==> src/rtl/stage4_memory_pkg.sv <==
// -----------------------------------------------------------------------------
// common -- shared types and constants for the stage4_memory pipeline stage.
//
// Contents:
//   REGISTER_WIDTH          datapath width (32)
//   OP_*                    opcodes the memory stage distinguishes
//   load_funct3_e           LB/LH/LW/LBU/LHU encodings
//   store_funct3_e          SB/SH/SW encodings
//   decoded_instruction_t   instruction fields carried down the pipe
//   execute_to_memory_t     upstream stream payload
//   memory_to_writeback_t   downstream stream payload
//   ST_*                    memory-stage FSM state encodings
//   is_mem_opcode()         true for load/store opcodes
// -----------------------------------------------------------------------------
package common;

   localparam int REGISTER_WIDTH = 32;

   localparam logic [6:0] OP_LOAD    = 7'b0000011;
   localparam logic [6:0] OP_STORE   = 7'b0100011;
   localparam logic [6:0] OP_ALU     = 7'b0110011;
   localparam logic [6:0] OP_ALU_IMM = 7'b0010011;

   typedef enum logic [2:0] {
      LB  = 3'b000,
      LH  = 3'b001,
      LW  = 3'b010,
      LBU = 3'b100,
      LHU = 3'b101
   } load_funct3_e;

   typedef enum logic [2:0] {
      SB = 3'b000,
      SH = 3'b001,
      SW = 3'b010
   } store_funct3_e;

   typedef struct packed {
      logic [6:0]                opcode;
      logic [2:0]                funct3;
      logic [4:0]                rd;
      logic [REGISTER_WIDTH-1:0] immediate;
   } decoded_instruction_t;

   localparam int DECODED_W = $bits(decoded_instruction_t);

   typedef struct packed {
      decoded_instruction_t      decoded_instruction;
      logic [REGISTER_WIDTH-1:0] rs1_value;
      logic [REGISTER_WIDTH-1:0] rs2_value;
      logic [REGISTER_WIDTH-1:0] alu_result;
      logic                      branch_taken;
      logic [REGISTER_WIDTH-1:0] branch_target;
   } execute_to_memory_t;

   typedef struct packed {
      decoded_instruction_t      decoded_instruction;
      logic [REGISTER_WIDTH-1:0] result;
      logic                      misaligned;
   } memory_to_writeback_t;

   // Memory-stage FSM encodings
   localparam logic [1:0] ST_IDLE     = 2'd0;
   localparam logic [1:0] ST_REQ      = 2'd1;
   localparam logic [1:0] ST_WAIT_RSP = 2'd2;
   localparam logic [1:0] ST_OUT      = 2'd3;

   function automatic logic is_mem_opcode(input logic [6:0] op);
      return (op == OP_LOAD) || (op == OP_STORE);
   endfunction

endpackage

==> src/rtl/stage4_memory_align.sv <==
// -----------------------------------------------------------------------------
// load_store_align -- combinational byte-lane steering for loads and stores.
//
// Ports:
//   addr_lo     in  2   effective address bits [1:0]
//   funct3      in  3   load or store width/sign selector
//   is_store    in  1   1 = interpret funct3 as a store encoding
//   store_data  in  32  rs2 value to be written
//   load_data   in  32  word returned by data memory
//   wdata       out 32  store data replicated across lanes
//   wstrb       out 4   byte enables for the store
//   rdata_ext   out 32  selected load lane, sign/zero extended
//   misaligned  out 1   access crosses its natural alignment
//   funct3_ok   out 1   funct3 is a defined encoding for this access
// -----------------------------------------------------------------------------
module load_store_align
   import common::*;
(
   input  logic [1:0]                addr_lo,
   input  logic [2:0]                funct3,
   input  logic                      is_store,
   input  logic [REGISTER_WIDTH-1:0] store_data,
   input  logic [REGISTER_WIDTH-1:0] load_data,
   output logic [REGISTER_WIDTH-1:0] wdata,
   output logic [3:0]                wstrb,
   output logic [REGISTER_WIDTH-1:0] rdata_ext,
   output logic                      misaligned,
   output logic                      funct3_ok
);

   logic [REGISTER_WIDTH-1:0] byte_shift;
   logic [REGISTER_WIDTH-1:0] half_shift;
   logic [7:0]                lane_byte;
   logic [15:0]               lane_half;

   // Bring the addressed lane down to bit 0; halfwords use addr_lo[1] only.
   assign byte_shift = load_data >> {addr_lo, 3'b000};
   assign half_shift = load_data >> {addr_lo[1], 4'b0000};
   assign lane_byte  = byte_shift[7:0];
   assign lane_half  = half_shift[15:0];

   always_comb begin
      wdata      = '0;
      wstrb      = 4'b0000;
      rdata_ext  = '0;
      misaligned = 1'b0;
      funct3_ok  = 1'b0;
      if (is_store) begin
         case (funct3)
            SB: begin
               funct3_ok = 1'b1;
               wdata     = {4{store_data[7:0]}};
               wstrb     = 4'b0001 << addr_lo;
            end
            SH: begin
               funct3_ok  = 1'b1;
               misaligned = addr_lo[0];
               wdata      = {2{store_data[15:0]}};
               wstrb      = 4'b0011 << addr_lo;
            end
            SW: begin
               funct3_ok  = 1'b1;
               misaligned = (addr_lo != 2'b00);
               wdata      = store_data;
               wstrb      = 4'b1111;
            end
            default: funct3_ok = 1'b0;
         endcase
      end else begin
         case (funct3)
            LB: begin
               funct3_ok = 1'b1;
               rdata_ext = {{24{lane_byte[7]}}, lane_byte};
            end
            LH: begin
               funct3_ok  = 1'b1;
               misaligned = addr_lo[0];
               rdata_ext  = {{16{lane_half[15]}}, lane_half};
            end
            LW: begin
               funct3_ok  = 1'b1;
               misaligned = (addr_lo != 2'b00);
               rdata_ext  = load_data;
            end
            LBU: begin
               funct3_ok = 1'b1;
               rdata_ext = {24'd0, lane_byte};
            end
            LHU: begin
               funct3_ok  = 1'b1;
               misaligned = addr_lo[0];
               rdata_ext  = {16'd0, lane_half};
            end
            default: funct3_ok = 1'b0;
         endcase
      end
   end

endmodule

==> src/rtl/stage4_memory.sv <==
// -----------------------------------------------------------------------------
// stage4_memory -- pipeline memory stage between execute and writeback.
//
// Non-memory instructions pass alu_result through with one cycle of latency at
// full throughput. Aligned loads/stores issue a single data-memory request and
// hold the stage until the access completes; misaligned ones complete at once
// with misaligned=1 and no memory traffic.
//
// Stream handshakes (both axis ports): a beat transfers on a rising edge where
// tvalid and tready are both 1. Once tvalid is raised the payload is held
// constant until that transfer; tready may depend on the other side's tvalid.
// dmem_req_* follows the same rule; dmem_rsp_valid is a one-cycle strobe with
// no back-pressure.
//
// Ports:
//   clk, rst                                  clock, synchronous active-high reset
//   axis_execute_to_memory_*                  upstream stream (in)
//   axis_memory_to_writeback_*                downstream stream (out)
//   dmem_req_valid/ready/write/addr/wdata/wstrb   data-memory request
//   dmem_rsp_valid/rdata                      data-memory load response
//   dbg_state                                 current FSM state (ST_* encoding)
// -----------------------------------------------------------------------------
module stage4_memory
   import common::*;
(
   input  logic                      clk,
   input  logic                      rst,
   // upstream
   input  logic                      axis_execute_to_memory_tvalid,
   output logic                      axis_execute_to_memory_tready,
   input  logic [DECODED_W-1:0]      axis_execute_to_memory_decoded_instruction,
   input  logic [REGISTER_WIDTH-1:0] axis_execute_to_memory_rs1_value,
   input  logic [REGISTER_WIDTH-1:0] axis_execute_to_memory_rs2_value,
   input  logic [REGISTER_WIDTH-1:0] axis_execute_to_memory_alu_result,
   input  logic                      axis_execute_to_memory_branch_taken,
   input  logic [REGISTER_WIDTH-1:0] axis_execute_to_memory_branch_target,
   // downstream
   output logic                      axis_memory_to_writeback_tvalid,
   input  logic                      axis_memory_to_writeback_tready,
   output logic [DECODED_W-1:0]      axis_memory_to_writeback_decoded_instruction,
   output logic [REGISTER_WIDTH-1:0] axis_memory_to_writeback_result,
   output logic                      axis_memory_to_writeback_misaligned,
   // data memory
   output logic                      dmem_req_valid,
   input  logic                      dmem_req_ready,
   output logic                      dmem_req_write,
   output logic [REGISTER_WIDTH-1:0] dmem_req_addr,
   output logic [REGISTER_WIDTH-1:0] dmem_req_wdata,
   output logic [3:0]                dmem_req_wstrb,
   input  logic                      dmem_rsp_valid,
   input  logic [REGISTER_WIDTH-1:0] dmem_rsp_rdata,
   // debug
   output logic [1:0]                dbg_state
);

   // ---------------------------------------------------------------- state
   logic [1:0]                state_q, state_d;
   logic                      out_valid_q, out_valid_d;
   memory_to_writeback_t      out_q, out_d;
   logic                      req_write_q, req_write_d;
   logic [REGISTER_WIDTH-1:0] req_addr_q, req_addr_d;
   logic [REGISTER_WIDTH-1:0] req_wdata_q, req_wdata_d;
   logic [3:0]                req_wstrb_q, req_wstrb_d;
   logic [1:0]                addr_lo_q, addr_lo_d;

   // ---------------------------------------------------------------- decode
   decoded_instruction_t      instr_in;
   logic [REGISTER_WIDTH-1:0] eff_addr;
   logic                      in_is_store;
   logic                      in_is_mem;
   logic                      in_tready;
   logic                      accept;
   logic                      unused_branch;

   assign instr_in    = axis_execute_to_memory_decoded_instruction;
   assign eff_addr    = axis_execute_to_memory_rs1_value + instr_in.immediate;
   assign in_is_store = (instr_in.opcode == OP_STORE);
   assign in_is_mem   = is_mem_opcode(instr_in.opcode);

   // Branch information is resolved upstream; this stage only forwards results.
   assign unused_branch = ^{axis_execute_to_memory_branch_taken,
                            axis_execute_to_memory_branch_target};

   // Accept only when idle and the output slot is empty or draining this cycle.
   assign in_tready = (state_q == ST_IDLE) &&
                      (!out_valid_q || axis_memory_to_writeback_tready);
   assign accept    = axis_execute_to_memory_tvalid && in_tready;

   // ---------------------------------------------------------------- lanes
   // One aligner serves both directions: in IDLE it sees the incoming
   // instruction (store data, legality), afterwards it sees the held access
   // so the load response can be extended with the original lane and funct3.
   logic                      idle;
   logic [1:0]                al_addr_lo;
   logic [2:0]                al_funct3;
   logic                      al_is_store;
   logic [REGISTER_WIDTH-1:0] al_wdata;
   logic [3:0]                al_wstrb;
   logic [REGISTER_WIDTH-1:0] al_rdata_ext;
   logic                      al_misaligned;
   logic                      al_funct3_ok;

   assign idle        = (state_q == ST_IDLE);
   assign al_addr_lo  = idle ? eff_addr[1:0]   : addr_lo_q;
   assign al_funct3   = idle ? instr_in.funct3 : out_q.decoded_instruction.funct3;
   assign al_is_store = idle ? in_is_store     : req_write_q;

   load_store_align u_align (
      .addr_lo    (al_addr_lo),
      .funct3     (al_funct3),
      .is_store   (al_is_store),
      .store_data (axis_execute_to_memory_rs2_value),
      .load_data  (dmem_rsp_rdata),
      .wdata      (al_wdata),
      .wstrb      (al_wstrb),
      .rdata_ext  (al_rdata_ext),
      .misaligned (al_misaligned),
      .funct3_ok  (al_funct3_ok)
   );

   // ---------------------------------------------------------------- next state
   always_comb begin
      state_d     = state_q;
      out_valid_d = out_valid_q;
      out_d       = out_q;
      req_write_d = req_write_q;
      req_addr_d  = req_addr_q;
      req_wdata_d = req_wdata_q;
      req_wstrb_d = req_wstrb_q;
      addr_lo_d   = addr_lo_q;

      case (state_q)
         ST_IDLE: begin
            if (out_valid_q && axis_memory_to_writeback_tready) begin
               out_valid_d = 1'b0;
            end
            if (accept) begin
               out_d.decoded_instruction = instr_in;
               out_d.misaligned          = 1'b0;
               out_d.result              = axis_execute_to_memory_alu_result;
               out_valid_d               = 1'b1;
               if (in_is_mem) begin
                  // Memory opcodes never report alu_result; undefined
                  // encodings and misaligned accesses complete with 0.
                  out_d.result = '0;
                  if (al_funct3_ok && al_misaligned) begin
                     out_d.misaligned = 1'b1;
                  end else if (al_funct3_ok) begin
                     out_valid_d = 1'b0;
                     state_d     = ST_REQ;
                     req_write_d = in_is_store;
                     req_addr_d  = {eff_addr[REGISTER_WIDTH-1:2], 2'b00};
                     req_wdata_d = in_is_store ? al_wdata : '0;
                     req_wstrb_d = in_is_store ? al_wstrb : 4'b0000;
                     addr_lo_d   = eff_addr[1:0];
                  end
               end
            end
         end

         ST_REQ: begin
            // Any response strobe here predates the handshake and is dropped.
            if (dmem_req_ready) begin
               if (req_write_q) begin
                  state_d      = ST_OUT;
                  out_valid_d  = 1'b1;
                  out_d.result = '0;
               end else begin
                  state_d = ST_WAIT_RSP;
               end
            end
         end

         ST_WAIT_RSP: begin
            if (dmem_rsp_valid) begin
               state_d      = ST_OUT;
               out_valid_d  = 1'b1;
               out_d.result = al_rdata_ext;
            end
         end

         ST_OUT: begin
            if (axis_memory_to_writeback_tready) begin
               state_d     = ST_IDLE;
               out_valid_d = 1'b0;
            end
         end

         default: state_d = ST_IDLE;
      endcase
   end

   // ---------------------------------------------------------------- registers
   always_ff @(posedge clk) begin
      if (rst) begin
         state_q     <= ST_IDLE;
         out_valid_q <= 1'b0;
         out_q       <= '0;
         req_write_q <= 1'b0;
         req_addr_q  <= '0;
         req_wdata_q <= '0;
         req_wstrb_q <= 4'b0000;
         addr_lo_q   <= 2'b00;
      end else begin
         state_q     <= state_d;
         out_valid_q <= out_valid_d;
         out_q       <= out_d;
         req_write_q <= req_write_d;
         req_addr_q  <= req_addr_d;
         req_wdata_q <= req_wdata_d;
         req_wstrb_q <= req_wstrb_d;
         addr_lo_q   <= addr_lo_d;
      end
   end

   // ---------------------------------------------------------------- outputs
   assign axis_execute_to_memory_tready                = in_tready;
   assign axis_memory_to_writeback_tvalid              = out_valid_q;
   assign axis_memory_to_writeback_decoded_instruction = out_q.decoded_instruction;
   assign axis_memory_to_writeback_result              = out_q.result;
   assign axis_memory_to_writeback_misaligned          = out_q.misaligned;

   assign dmem_req_valid = (state_q == ST_REQ);
   assign dmem_req_write = req_write_q;
   assign dmem_req_addr  = req_addr_q;
   assign dmem_req_wdata = req_wdata_q;
   assign dmem_req_wstrb = req_wstrb_q;

   assign dbg_state = state_q;

endmodule

==> config.mk <==
export PLATFORM = sky130hd
export DESIGN_NAME = stage4_memory
export DESIGN_NICKNAME = d
export VERILOG_FILES = /design/src/rtl/stage4_memory_pkg.sv /design/src/rtl/stage4_memory_align.sv /design/src/rtl/stage4_memory.sv
export SDC_FILE = /design/constraint.sdc
export NUM_CORES = 1
export LEC_CHECK = 0
export CAP_MARGIN = 30
export CORE_MARGIN = 2
export CORE_UTILIZATION = 35
export DETAILED_ROUTE_END_ITERATION = 7
export GPL_TIMING_DRIVEN = 0
export PLACE_DENSITY = 0.79
export SKIP_CTS_REPAIR_TIMING = 1
export SLEW_MARGIN = 30
export SYNTH_ARGS = -nofsm -noshare
export SYNTH_HDL_FRONTEND = slang
export SYNTH_SLANG_ARGS = --single-unit
==> constraint.sdc <==
create_clock -name clk -period 6.4 [get_ports clk]
set_clock_uncertainty 0.05 [all_clocks]
set_input_delay 0.96 -clock clk [delete_from_list [all_inputs] [get_ports clk]]
set_output_delay 0.96 -clock clk [all_outputs]
set_load 0.01 [all_outputs]
* Word-level counts from Yosys, hierarchy flattened *
Index checks and enable logic that the tools add are counted.

storage, ports and cells
  register bits = 152
  word-level logic and storage cells = 99
  output and inout port bits = 154
  bits of input ports = 214

cells by class
  shift operators = 4
  reduce and logical (&&, ||, !) cells = 19
  equality and inequality tests = 18
  multiplexer cells = 43
  bitwise operators = 1
  add/sub/neg operators = 1

operators by type and width
  kind                                                                     number
  32-bit two-way mux                                                       6
  32-bit one-hot mux with 3 select lines                                   2
  32-bit one-hot mux with 5 select lines                                   1
  33-bit two-way mux                                                       2
  32-bit adder                                                             1
  32-bit by 5-bit >> shifter with 16-bit output                            1
  32-bit by 5-bit >> shifter with 8-bit output                             1
  1-bit two-way mux                                                        16
  2-bit two-way mux                                                        8
  5-bit AND reduction                                                      3
  4-bit one-hot mux with 3 select lines                                    1
  2-bit inequality test, second input constant                             5
  4-bit two-way mux                                                        2
  2-bit one-hot mux with 4 select lines                                    1
  7-bit by 2-bit equality test with 1-bit output, second input constant    1
  7-bit by 6-bit equality test with 1-bit output, second input constant    1
  7-bit AND reduction                                                      1
  3-bit equality test, second input constant                               2
  2-bit by 1-bit inequality test with 1-bit output, second input constant  3
  5-bit OR reduction                                                       1
  2-bit equality test, second input constant                               2
  1-bit logical AND                                                        4
  1-bit one-hot mux with 2 select lines                                    2
  1-bit one-hot mux with 4 select lines                                    1
  other kinds (17)                                                         18

* Depth between registers and ports, before layout *
  depth after elaboration = 11
  mapped depth = 14
  mapped depth without buffers = 11

* Modules after synthesis *
A second synthesis with hierarchy kept.

unflattened totals
  cell total of the unflattened synthesis = 1177
  area, all modules = 9004.9 um^2

by module, submodules not included
  module            cells each  times used  sequential area each (um^2)  area an instance (um^2)
  stage4_memory     955         1           3042.9                       7632.3
  load_store_align  222         1           0.0                          1372.6

* Least setup slack after synthesis *
OpenSTA, ideal clock, no wires.

  path kind = input-to-reg
  start = input axis_execute_to_memory_decoded_instruction[0]
  end = register out_q, in the netlist axis_memory_to_writeback_result[27]
  data arrival time = 3.263 ns
  setup slack = 3.006 ns
  stages = 12
  required time = 6.270 ns
  buffers on the path = 1
  setup time = 0.080 ns
  cells stage by stage = ha_1 > inv_1 > fa_1 > nand2_1 > and2_1 > a211oi_1 > a2111oi_4 > nor2_4 > buf_6 > a21oi_2 > a21oi_1 > a211oi_2

between the ends
  longest elaborated chain between the ends = 7
  elaborated cells on any way between the ends = 8
  classes of those cells = 1 x add/sub; 2 x shift; 5 x mux

RTL lines
  element                                                                                                               line                                                  RTL
  from (decl)                                                                                                           stage4_memory.sv:31                                   input logic [DECODED_W-1:0] axis_execute_to_memory_decoded_instruction,
  32-bit adder (*)                                                                                                      stage4_memory.sv:76                                   assign eff_addr = axis_execute_to_memory_rs1_value + instr_in.immediate;
  2-bit two-way mux (*)                                                                                                 stage4_memory.sv:104                                  assign al_addr_lo = idle ? eff_addr[1:0] : addr_lo_q;
  32-bit by 5-bit >> shifter with 16-bit output / 32-bit by 5-bit >> shifter with 8-bit output (equally long branches)  stage4_memory_align.sv:38, stage4_memory_align.sv:37
  32-bit one-hot mux with 5 select lines (*)                                                                            stage4_memory_align.sv:70                             case (funct3)
  32-bit two-way mux (*)                                                                                                stage4_memory_align.sv:48                             if (is_store) begin
  32-bit two-way mux (*)                                                                                                stage4_memory.sv:175                                  if (dmem_rsp_valid) begin
  32-bit one-hot mux with 3 select lines (*)                                                                            stage4_memory.sv:132                                  case (state_q)
  to (signal assigned)                                                                                                  stage4_memory.sv:207                                  out_q <= out_d;
  to (decl)                                                                                                             stage4_memory.sv:59                                   memory_to_writeback_t out_q, out_d;

Every way passes the cells marked *; elsewhere a longest branch is shown, timed or not. The select of a mux whose other input is x is not followed.
A chain may end at the register's enable or synchronous reset.

* Worst setup path in the final report *
  start = input axis_execute_to_memory_decoded_instruction[0]
  end = register req_addr_q[8] (netlist: dmem_req_addr[8])

between the ends
  longest elaborated chain between the ends = 8
  elaborated cells on any way between the ends = 9
  classes of those cells = 1 x add/sub; 4 x mux; 1 x bitwise; 3 x reduce/logical

RTL lines
  element                                                          line                                                  RTL
  32-bit adder (*)                                                 stage4_memory.sv:76
  2-bit two-way mux                                                stage4_memory.sv:104
  2-bit nonzero test                                               stage4_memory_align.sv:63, stage4_memory_align.sv:82
  1-bit one-hot mux with 2 select lines, on equally long branches  stage4_memory_align.sv:70, stage4_memory_align.sv:49
  1-bit two-way mux                                                stage4_memory_align.sv:48
  1-bit logical AND                                                stage4_memory.sv:146                                  if (al_funct3_ok && al_misaligned) begin
  1-bit NOT (no source line)                                       n/a
  5-bit AND reduction (no source line)                             n/a
  to (signal assigned)                                             stage4_memory.sv:209                                  req_addr_q <= req_addr_d;
  to (decl)                                                        stage4_memory.sv:61                                   logic [REGISTER_WIDTH-1:0] req_addr_q, req_addr_d;

Every way passes the cells marked *; elsewhere a longest branch is shown, timed or not.

==> reports/qor.yml <==
syn_inst: 1149
p_sw_mw: 0.8479
wl_um: 35470
grt_first_pass_wirelength_um: 54080
drive_gt1_share_pct: 6.803
whs_endpoint: "dmem_req_wdata[7]$_SDFFE_PP0P_"
antenna_found_initial: 1
final_common_cell: "clkdlybuf4s50_1"
setup_violations: 0
fmax_ghz: 0.2522
ioPinCount: 368
drc: 0
synth_edf_count: 0
crit_path_end_kind: "register"
numCtsBuffers: 17
pwr-share-clk_pct: 37.8
p_int_mw: 1.864
cp_max_fo: 10
hp-start: "dmem_req_wdata[7]$_SDFFE_PP0P_"
seqPwrFrac_pct: 37.3
grt_max_degree: 17
post-dp-hpwl_um: 27760
ys_seq_elements: 152
syn_to_final_growth_pct: 49.56
period_needed_ns: 3.965
utilization_pct: 53.50
layout.nets: 1753
hp-class: "reg -> reg"
seq_area_frac_synth_pct: 34.88
grt_overflow: 0
swShare_pct: 31.27
timing.rr.start: "dbg_state[1]$_SDFFE_PP0P_"
tightest_slew_ns: 0.8422
post-route-period-util_pct: 61.96
required_ns: 6.71
ir_worst_vdd_v: 0.0001488
clk_pin_slew_worst_paths_ns: 0.06
p_per_area_nw_per_um2: 207.8
crit_arrival_ns: 4.27
clock-sinks: 152
r2r_setup_slack_ns: 3.10
syn_area_um2: 8725
synthFlopType: "dfxtp_1"
initial_core_util_pct: 35.77
place.gp.congestion: 0.8745
hold_viol_final: 0
port_buffers: 331
die_area_um2: 26210
rows: 57
drv_slew: 0
rsz0062_at_grt: "false"
grt_pass1_vias: 9599
reg2reg_depth: 11
drt-pass1-iter-count: 5
status: "complete, no violations"
path_class: "in -> reg"
track_usage_pct: 26.35
r2r-end: "dmem_req_addr[8]$_SDFFE_PP0P_"
cts_root_buffer: "clkbuf_16"
leakage_nw: 4.815
start_kind: "primary input"
async_flop_share_pct: 0
vias_per_cell: 5.405
yosysUniqueCellTypes: 76
wl_per_cell_um: 19.29
hold_depth: 2
syn_avg_cell_area_um2: 7.593
tns_ns: 0
clock_path_buffers: 2
cap_violations: 0
final_cell_mix: "clkdlybuf4s50_1, nand2_1, a21oi_1"
hold_slack_ns: 0.4025
die_h_um: 161.9
cts_max_level: 4
relSlewSlack_pct: 43.38
cts_tree: "yes"
worstSkewPairLatency_ns: 0.43
core_area_um2: 24390
drt-initial-drc-count: 912
vias: 9940
yosysWarningCount: 0
p_total_mw: 2.712
combPwrFrac_pct: 24.9
final_antenna_net_count: 0
die_w_um: 161.9
## kinds of logic after synthesis
| logic type | count (synthesis) | share of synthesized area, % |
|---|---|---|
| buffers and inverters | 92 | 4.532 |
| xor gates and xnor gates | 13 | 1.305 |
| muxes | 11 | 1.334 |
| AOI/OAI and AO/OA | 374 | 28.38 |
| and+or+nand+nor | 468 | 23.99 |
| other | 1 | 0.04298 |
| DFF | 152 | 34.88 |
| adders and majority gates | 38 | 5.536 |
## layout make-up
type	instances	area [um2]
well taps	324	405.4
multi-input cells	906	5304
clock buffers	18	439.2
diodes	1	2.502
flip-flops and latches	152	3043
inverters	15	56.30
repair buffers	332	3321
clock inverters	14	138.9
plain buffers	77	339.1
fillers	2316	11340
## flip-flops by register name, indices dropped and copies added (netlist names)
name / flops
axis_memory_to_writeback_result: 32
dmem_req_wstrb: 4
axis_memory_to_writeback_misaligned: 1
dmem_req_write: 1
dmem_req_addr: 30
dmem_req_wdata: 32
axis_memory_to_writeback_tvalid: 1
addr_lo_q: 2
axis_memory_to_writeback_decoded_instruction: 47
dbg_state: 2
## metal layers
layer	global-route usage (%)	vias up	wire length [um]
met5	0	-	0
met4	8.689	0	876
met3	7.686	68	3152
met2	44.99	445	16920
met1	31.81	4611	14520
li1	-	4816	-
## Yosys cell counts, types with 8 or more instances
master | count | area, um2
a21oi_1 | 180 | 900.9
clkbuf_1 | 51 | 191.4
nand2b_1 | 8 | 50.05
buf_2 | 16 | 80.08
o21ai_0 | 32 | 160.2
nand2_1 | 236 | 885.9
nor2_1 | 87 | 326.6
nor3_1 | 38 | 190.2
dfxtp_1 | 152 | 3043
xnor2_1 | 11 | 96.34
a211oi_2 | 11 | 137.6
o211ai_1 | 13 | 97.59
a21o_1 | 25 | 187.7
a211oi_1 | 21 | 157.7
a221oi_1 | 11 | 96.34
and3_1 | 9 | 56.30
ha_1 | 37 | 462.9
a21oi_2 | 11 | 96.34
inv_1 | 15 | 56.30
a22oi_1 | 8 | 60.06
nand3_1 | 38 | 190.2
or3_1 | 8 | 50.05
## worst max-delay path: stages
cell,delay (ns)
clkdlybuf4s50_1,0.49
ha_1,0.18
inv_1,0.06
fa_1,0.58
nand2_1,0.18
a21oi_2,0.23
a221oi_2,0.08
nand2b_4,0.20
nor2_1,0.12
buf_2,0.25
buf_1,0.56
nand3_1,0.20
a21oi_1,0.19
## worst max-delay path by stage
stage / start / endpoint / cells after the start
6_report: axis_execute_to_memory_decoded_instruction[0] / dmem_req_addr[8]$_SDFFE_PP0P_ / 13
2_1_floorplan: axis_execute_to_memory_decoded_instruction[0] / axis_memory_to_writeback_result[27]$_SDFFE_PP0P_ / 12
3_5_place_dp: axis_execute_to_memory_decoded_instruction[0] / dmem_req_addr[8]$_SDFFE_PP0P_ / 13
3_3_place_gp: axis_execute_to_memory_decoded_instruction[0] / dmem_req_addr[8]$_SDFFE_PP0P_ / 13
5_1_grt: axis_execute_to_memory_decoded_instruction[0] / dmem_req_addr[8]$_SDFFE_PP0P_ / 13
4_1_cts: axis_execute_to_memory_decoded_instruction[0] / dmem_req_addr[8]$_SDFFE_PP0P_ / 13
## metrics by stage
step	area, um2	setup WS (ns)	std cells
2_1_floorplan	8728	3.006	1150
3_3_place_gp	12450	2.077	1805
3_5_place_dp	12460	2.057	1806
4_1_cts	13040	2.492	1838
5_1_grt	13050	2.238	1839
6_report	13050	2.435	1839
## power by group through the flow
stage               registers, mW  clock network (mW)  logic (mW)
floorplan                    1.05                   0       0.335
global placement             1.03                   0       0.657
detailed placement           1.03                   0       0.666
CTS                          1.01                1.03       0.671
global route                 1.02                1.08       0.733
finish                       1.01                1.03       0.675
(Power assumes the default switching activity.)
